--- src/rtl/prism_in_filter.sv ---
// Per-channel input conditioner: polarity invert, programmable glitch filter,
// registered rise/fall pulses, sticky edge flags and a registered interrupt.
module prism_in_filter #(
    parameter int CHANNELS = 8,
    parameter int FILT_W   = 4
) (
    input  logic                    clk,
    input  logic                    rst_n,
    input  logic [CHANNELS-1:0]     raw_i,
    input  logic [CHANNELS-1:0]     inv_i,
    input  logic [CHANNELS-1:0]     filt_en_i,
    input  logic [FILT_W-1:0]       filt_len_i,
    input  logic [2*CHANNELS-1:0]   edge_sel_i,
    input  logic [CHANNELS-1:0]     flag_clr_i,
    input  logic [CHANNELS-1:0]     irq_en_i,
    output logic [CHANNELS-1:0]     filt_o,
    output logic [CHANNELS-1:0]     rise_o,
    output logic [CHANNELS-1:0]     fall_o,
    output logic [CHANNELS-1:0]     flag_o,
    output logic                    irq_o
);

    logic [CHANNELS-1:0] r_filt, r_rise, r_fall, r_flag;
    logic                r_irq;
    logic [FILT_W-1:0]   r_cnt [CHANNELS];

    logic [CHANNELS-1:0] w_s, w_filt_d, w_rise_d, w_fall_d, w_flag_d;
    logic                w_irq_d;
    logic [FILT_W-1:0]   w_cnt_d [CHANNELS];

    always_comb begin
        // NOTE: every signal gets a default before any branch, so no path leaves one unassigned and no latch is inferred.
        w_s      = raw_i ^ inv_i;
        w_filt_d = r_filt;
        w_rise_d = '0;
        w_fall_d = '0;
        w_flag_d = '0;
        w_irq_d  = |(r_flag & irq_en_i);
        for (int c = 0; c < CHANNELS; c++) begin
            w_cnt_d[c] = '0;
            // The >= lets a lowered length commit a channel that is already mid-count.
            if (w_s[c] != r_filt[c]) begin
                if (!filt_en_i[c] || (r_cnt[c] >= filt_len_i)) begin
                    w_filt_d[c] = w_s[c];
                    w_rise_d[c] = w_s[c];
                    w_fall_d[c] = ~w_s[c];
                end else begin
                    w_cnt_d[c] = r_cnt[c] + 1'b1;
                end
            end
            w_flag_d[c] = (r_rise[c] & edge_sel_i[2*c])
                        | (r_fall[c] & edge_sel_i[2*c+1])
                        | (r_flag[c] & ~flag_clr_i[c]);
        end
    end

    always_ff @(posedge clk) begin
        // NOTE: sequential state uses non-blocking assignments so every register samples pre-edge values.
        if (!rst_n) begin
            r_filt <= '0;
            r_rise <= '0;
            r_fall <= '0;
            r_flag <= '0;
            r_irq  <= 1'b0;
            // NOTE: the counter array is reset too; a stale partial count would otherwise leak across reset.
            for (int c = 0; c < CHANNELS; c++) r_cnt[c] <= '0;
        end else begin
            r_filt <= w_filt_d;
            r_rise <= w_rise_d;
            r_fall <= w_fall_d;
            r_flag <= w_flag_d;
            r_irq  <= w_irq_d;
            for (int c = 0; c < CHANNELS; c++) r_cnt[c] <= w_cnt_d[c];
        end
    end

    assign filt_o = r_filt;
    assign rise_o = r_rise;
    assign fall_o = r_fall;
    assign flag_o = r_flag;
    assign irq_o  = r_irq;

endmodule
--- config.mk ---
export PLATFORM = sky130hd
export DESIGN_NAME = prism_in_filter
export DESIGN_NICKNAME = d
export VERILOG_FILES = /design/src/rtl/prism_in_filter.sv
export SDC_FILE = /design/constraint.sdc
export NUM_CORES = 1
export LEC_CHECK = 0
export ABC_CLOCK_PERIOD_IN_PS = 2100
export CELL_PAD_IN_SITES_DETAIL_PLACEMENT = 1
export CELL_PAD_IN_SITES_GLOBAL_PLACEMENT = 1
export CORE_AREA = 2 2 98 100
export DETAILED_ROUTE_END_ITERATION = 7
export DIE_AREA = 0 0 100 102
export PLACE_DENSITY = 0.87
export SYNTH_ARGS = -nofsm -noshare
export SYNTH_HDL_FRONTEND = slang
export SYNTH_SLANG_ARGS = --single-unit
--- constraint.sdc ---
create_clock -name clk -period 2.1 [get_ports clk]
set_input_delay 0.525 -clock clk [delete_from_list [all_inputs] [get_ports clk]]
set_output_delay 0.525 -clock clk [all_outputs]
set_load 0.01 [all_outputs]
After elaboration in Yosys (flattened, before gate mapping) --
Memories as Yosys holds them, arrays and structs flattened. Index checks and enable logic that the tools add are counted. W data, S select, Z words.
Operators by class: eq/ne operators 8, reductions and logical operators 33, add/subtract/negate cells 8, mux-type cells 26, multipliers 0, divide/modulo/power cells 0, bitwise logic cells 66, order comparisons 8, shift-type cells 0
Operators by type and width (count):
- $mux W4 | 24
- $add A4 B1 Y4 const B | 8
- $ge A4 B4 Y1 | 8
- $and A1 B1 Y1 | 24
- $or A1 B1 Y1 | 24
- $reduce_and A3 Y1 | 8
- $not A1 Y1 | 16
- $reduce_and A2 Y1 | 8
- $and A8 B8 Y8 | 1
- $logic_not A1 Y1 | 8
- $logic_or A1 B1 Y1 | 8
- $ne A1 B1 Y1 | 8
- $reduce_or A8 Y1 | 1
- $xor A8 B8 Y8 | 1
- $mux W1 | 2
Storage, ports and cells: latch bits 0, input port bits 62, memory bits (read-only) 0, logic and storage cells 176, memories kept 1, memory bits (writable) 32, register bits 33, output and inout port bits 33
Memory list:
- r_cnt | depth 8, width 4, read ports 8, clocked after memory_dff 0, wr ports 8, RTL line 25 | logic [FILT_W-1:0] r_cnt [CHANNELS];

Logic depth before layout (Yosys ltp) --
Gate-level depths: netlist (run 1).
word-level depth 5, depth in mapped cells 5, mapped depth without buffers 5

Worst setup path before layout (run 1) --
OpenSTA, ideal clock, no wires.
kind input port to flip-flop, start point in filt_len_i[3], end point reg r_fall[3], in the netlist fall_o[3], path slack 419 ps, arrival 1621 ps, required time 2040 ps, setup time 60 ps, buffers on the path 0, stages on the path 5, path through inv_1 -> ha_1 -> o211ai_1 -> o211ai_1 -> and3b_2
Between the ends: longest elaborated chain between the ends 3
Ends and longest elaborated chain:
- start, declared | RTL line 12 | input logic [FILT_W-1:0] filt_len_i,
- $ge A4 B4 Y1 | RTL line 43 | if (!filt_en_i[c] || (r_cnt[c] >= filt_len_i)) begin
- $logic_or A1 B1 Y1 | RTL line 43
- $reduce_and A3 Y1 (no source line)
- end signal, assigned | RTL line 70 | r_fall <= w_fall_d;
- end, declared | RTL line 23 | logic [CHANNELS-1:0] r_filt, r_rise, r_fall, r_flag;
Every way passes these cells. A chain may end at the register's enable or synchronous reset.

Final worst setup path (run 1) --
start point in filt_len_i[0], end point reg r_fall[7], in the netlist fall_o[7]
Same word-level chain as after synthesis.

==> metrics.txt, run 1 <==
clk_lat worst skew 0.35 ns; WP data arrival 2.22 ns; final WL slightly above 9000 um; EDFF count, synth 0; Crit. End Element register; I/O pins 95; share of the synthesized area in the top cell type 0.404; total number of yosys warnings 0; Hold WS between 0.4 and 0.5 ns; largest net degree at the start of global routing 18; clock root buffer master clkbuf_8; crit path time final 1.98 ns; Final WS setup roughly 0.12 ns; Avg Vias per Cell 5.08; Top delay family on crit path buffers and inverters; CTS clk-pin slew, worst paths 0.07 ns; Synth Flop Type dfxtp_1; Mapped Area around 3200 um^2; Clock Sinks 65; router iterations before antenna repair 4; RD Place Congestion 0.726; Area Growth Syn to Fin 45.1%; slowest stage delay, CP 0.45 ns; syn_nets 418; Critical Path Stages 7; 1st-iter DRT viols 72; ratio of cells with drive above 1 in the final layout 0.108; Leak 0.00194 uW; Max Slew Vio Count 0; vias in the first global route between 3000 and 4000; commonest non-fill, non-tap cell in the layout clkdlybuf4s50_1; cts-stage hold buffer count 0; CP Data Required Time 2.34 ns; via count 2824; Placeable Area about 9000 um^2; Routed Antenna Nets 0; fin nets 542; Max VDD drop 277 uV; register area share after synthesis 0.404; Hold Violations, Final 0; period utilization 0.943; Fill cells approximately 1000; Die Footprint 10200 um^2; post-synth top area cell dfxtp_1; Post-CTS Setup Inserts 0; Layout Skew 0.00623 ns; pwr dens roughly 650 nW/um^2; CP Max Fanout 8; CTS max path bufs 2; Hold Path Cell Cnt 1; first-pass GRT wire length around 15000 um; H-tree Lvls 3; multi-input logic area between 1500 and 2000 um^2; Peak Freq 0.505 GHz; Yosys reg bits 65; number of port buffers 94; CTS buffer count 9; critical path type in2reg; FF/Latch Area 1300 um^2; worst-margin pin slew 0.368 ns; total grt overflow 0; GRT Util Overall 0.193; Cells after Synth roughly 320; antenna cells 0; CTS tree yes; max-cap violations 0; Critical Path, Cell by Cell clkdlybuf4s50_1 -> buf_4 -> ha_1 -> nor3b_1 -> o211ai_1 -> buf_4 -> and3b_2; most frequent CP cell buf_4; Yosys cell types 25; post-synthesis area per instance between 10 and 15 um^2; Final Util 0.513; setup violators final 0; WP buf/inv 3; antenna violations before repair 0; Max Used Layer met4; RSZ-0062 raised after global routing yes; CTS resizes 0; Die Y about 100 um; Chip Width 100 um; placed cell area 4470 um^2; # DRC 0; slowest CP cell clkdlybuf4s50_1; DR WL/cell 16.7 um; status completed; most frequent cells in the layout clkdlybuf4s50_1 (94), dfxtp_1 (65), ha_1 (40), nor3_1 (32), inv_1 (27); main area contributors after synthesis dfxtp_1 (40%), ha_1 (16%), nor3_1 (5.0%); DRT met1 WL 3680 um; Initial Util 0.354; Detailed Place HPWL 7160 um; metal3 WL around 390 um; row count 35; Setup crit start kind primary input; worst hold path type reg2reg; FF-to-FF path depth 6; met2 WL roughly 5000 um; max_slew headroom 0.753; Design Area, Final roughly 4700 um^2; Post-synth ARST share 0; Placement Setup Slack -0.273 ns
[power breakdown]
group	switching (uW)	internal (uW)	total [uW]
Sequential	46.3	1290	1330
Clock	471	669	1140
Combinational	236	341	577
[logic make-up (layout without fill, tap and decap cells)]
| logic type | after synthesis | in the layout | synth area share |
|---|---|---|---|
| adder cells (fa/ha/maj) | 40 | 40 | 0.155 |
| AO/OA/AOI/OAI | 29 | 29 | 0.0741 |
| XOR/XNOR | 24 | 24 | 0.0652 |
| multiplexers | 16 | 16 | 0.0621 |
| AND/OR/NAND/NOR | 112 | 112 | 0.201 |
| buffers and inverters | 30 | 159 | 0.0384 |
| flip-flops | 65 | 65 | 0.404 |
[synthesized netlist by cell type (all sizes together) (9+ instances only)]
cell type	instances
xnor2	15
or2b	10
o211ai	16
xor2	9
nand2	17
inv	27
nor3	32
dfxtp	65
nor3b	16
ha	40
[final cells by class]
class                      instances  share of cell area
tap                              111              0.0297
timing repair buffer             115               0.240
inverter                          28              0.0225
multi-input combinational        221               0.386
clock inverter                     3              0.0139
sequential                        65               0.278
clock buffer                      13              0.0297
[metal layers]
layer	global-route usage	up-vias
li1	-	1382
met1	0.203	1357
met2	0.376	72
met3	0.0397	13
met4	0.0780	0
met5	0	-
[sequential cells by signal, indices dropped and copies added (netlist names)]
signal / cells
r_cnt: 32
irq_o: 1
flag_o: 8
filt_o: 8
rise_o: 8
fall_o: 8
[through the flow]
step | cells | total power [uW] | setup TNS, ns
after floorplan | 316 | 1610 | 0
after global placement | 540 | 1900 | -3.78
after detailed placement | 540 | 1940 | -7.65
after CTS | 556 | 3080 | 0
after global routing | 556 | 3190 | -0.00575
final | 556 | 3050 | 0
[worst paths after layout]
path	startpoint	end	slack, ns
worst max-delay path	filt_len_i[0]	fall_o[7]$_SDFF_PN0_	0.12
worst min-delay path	r_cnt[0][8]$_SDFF_PP0_	r_cnt[0][8]$_SDFF_PP0_	0.49
worst min register to register	r_cnt[0][8]$_SDFF_PP0_	r_cnt[0][8]$_SDFF_PP0_	0.49
worst max register to register	r_cnt[1][12]$_SDFF_PP0_	fall_o[7]$_SDFF_PN0_	0.43
Power figures use the tool's default switching activity.
==> run 2, diff against run 1 <==
Settings changed: PLACE_DENSITY 0.87 to 0.9.
==> run 2 against run 1 <==
Against the previous run:
- sequential power about the same
- global-route usage up 0.098 points
- clock power down 8%
- hold slack worse by 0.0083 ns
- critical path depth unchanged
- final cell count down 0.18%
- largest cell class unchanged
==> metrics.txt, run 2 (synthesis gave the netlist of run 1 again) <==
status completed; Hold Path Cell Cnt 1 (unchanged); Top delay family on crit path buffers and inverters; period utilization 0.926 (-0.0171); met3 Usage GRT 0.0581 (+0.0185); clk_lat worst skew 0.35 ns (about the same); worst-margin pin slew 0.412 ns (+0.0438 ns); first-pass GRT wire length 15100 um (+1.3%); max FFs per register 32 (unchanged); most frequent cells in the layout clkdlybuf4s50_1 (94), dfxtp_1 (65), ha_1 (40), nor3_1 (32), inv_1 (27); # DRC 0 (unchanged); slowest CP cell clkdlybuf4s50_1; Avg Vias per Cell 5.10 (+0.39%); GRT Util Overall 0.194 (+0.000979); Design Area, Final 4650 um^2 (-0.59%); largest net degree at the start of global routing 23 (+5); via count 2830 (+0.21%); Routed Antenna Nets 0 (unchanged); slowest stage delay, CP 0.45 ns (about the same); commonest non-fill, non-tap cell in the layout clkdlybuf4s50_1; CTS tree yes; router iterations before antenna repair 7 (+3); worst hold path type reg2reg; Chip Width 100 um (unchanged); Leak 0.00193 uW (-0.54%); final WL 9260 um (about the same); crit path time final 1.94 ns (-0.0359 ns); Peak Freq 0.514 GHz (+1.8%); CTS max path bufs 2 (unchanged); CTS resizes 0 (unchanged); met2 Resource Use GR 0.369 (-0.00780); R2R setup slack 0.53 ns (+0.10 ns); Initial Util 0.354 (unchanged); Die Footprint 10200 um^2 (unchanged); WP buf/inv 3 (unchanged); vias in the first global route 3200 (+3.8%); cts-stage hold buffer count 0 (unchanged); antenna cells 0 (unchanged); Die Y 102 um (unchanged); max_slew headroom 0.723 (-0.0294); Critical Path, Cell by Cell clkdlybuf4s50_1 -> inv_1 -> ha_1 -> o211ai_1 -> o211ai_1 -> buf_4 -> nor3b_1; placed cell area 4460 um^2 (-0.17%); FF/Latch Area 1300 um^2 (unchanged); FF-to-FF path depth 6 (unchanged); Placeable Area 9110 um^2 (unchanged); Layout Skew 0.00835 ns (+0.00212 ns); DR WL/cell 16.7 um (+0.19%); Most flops, register r_cnt; Setup crit start kind primary input; CP Max Fanout 8 (unchanged); Max VDD drop 446 uV (+61%); FF-to-FF End fall_o[5]$_SDFF_PN0_; I/O pins 95 (unchanged); Detailed Place HPWL 7330 um (+2.5%); most frequent CP cell o211ai_1; multi-input logic area 1800 um^2 (-0.28%); total grt overflow 0 (unchanged); WP data arrival 2.21 ns (about the same); ratio of cells with drive above 1 in the final layout 0.106 (-0.00201); met1 Use GR 0.202 (-0.000922); max-cap violations 0 (unchanged); 1st-iter DRT viols 69 (-4.2%); Post-CTS Setup Inserts 0 (unchanged); CTS clk-pin slew, worst paths 0.07 ns (about the same); CP Data Required Time 2.37 ns (+0.03 ns); Fill cells 1053 (+2.4%); Hold Violations, Final 0 (unchanged); Total Neg Setup Slack 0 ns (unchanged); setup violators final 0 (unchanged); row count 35 (unchanged); Hold WS 0.483 ns (-0.00827 ns); Clock Sinks 65 (unchanged); fin nets 541 (-0.18%); number of port buffers 94 (unchanged); antenna violations before repair 0 (unchanged); pwr dens 637 nW/um^2 (-2.3%); Worst Hold End r_cnt[1][0]$_SDFF_PP0_; worst hold start r_cnt[1][0]$_SDFF_PP0_; worst r2r src r_cnt[1][4]$_SDFF_PP0_; GR peak layer met2; CTS buffer count 9 (unchanged); Final Util 0.510 (-0.00302); RD Place Congestion 0.774 (+6.6%); H-tree Lvls 3 (unchanged); Crit. End Element register; critical path type in2reg; Area Growth Syn to Fin 44.2%; clock root buffer master clkbuf_8; RSZ-0062 raised after global routing no; Max Slew Vio Count 0 (unchanged)
run 2: cell types whose count changed in the layout (fill, tap and decap cells not counted):
cell and change:
buf_4 -1, bufinv_16 -1, clkbuf_1 -1, clkbuf_8 +1, clkinv_2 +1, nor3b_1 +1, nor3b_2 -1
run 2: where the power goes:
| group | switching (uW) | internal (uW) | total, uW |
|---|---|---|---|
| Clock | 476 | 578 | 1050 |
| Sequential | 44.3 | 1290 | 1330 |
| Combinational | 235 | 341 | 576 |
| Total | 755 | 2210 | 2960 |
run 2: how the worst max path moves through the flow:
stage	start	to	slack (ns)	depth (start not counted)
after floorplan	filt_len_i[3]	fall_o[3]$_SDFF_PN0_	0.42	5
after global placement	filt_len_i[3]	rise_o[5]$_SDFF_PN0_	-0.14	7
after detailed placement	filt_len_i[2]	rise_o[3]$_SDFF_PN0_	-0.25	7
after CTS	filt_len_i[2]	fall_o[1]$_SDFF_PN0_	0.14	7
after global routing	filt_len_i[3]	rise_o[7]$_SDFF_PN0_	0.03	7
final	filt_len_i[2]	rise_o[3]$_SDFF_PN0_	0.16	7
run 2: layout make-up:
cell class,instances,share of cell area
inverter,28,0.0226
clock buffer,13,0.0320
multi-input combinational,221,0.387
timing repair buffer,114,0.240
sequential,65,0.280
clock inverter,3,0.00861
tap,111,0.0299
run 2: stage by stage:
step	power [uW]	setup slack, ns	instances
2_1_floorplan	1610	0.419	316
3_3_place_gp	1900	-0.142	539
3_5_place_dp	1940	-0.246	539
4_1_cts	3000	0.136	555
5_1_grt	3100	0.0285	555
6_report	2960	0.155	555
run 2: per-layer routing:
metal  vias up  share of wire
met1      1348           0.39
met5         -              0
met3        16          0.054
met2        97           0.53
met4         0          0.021
li1       1369              -
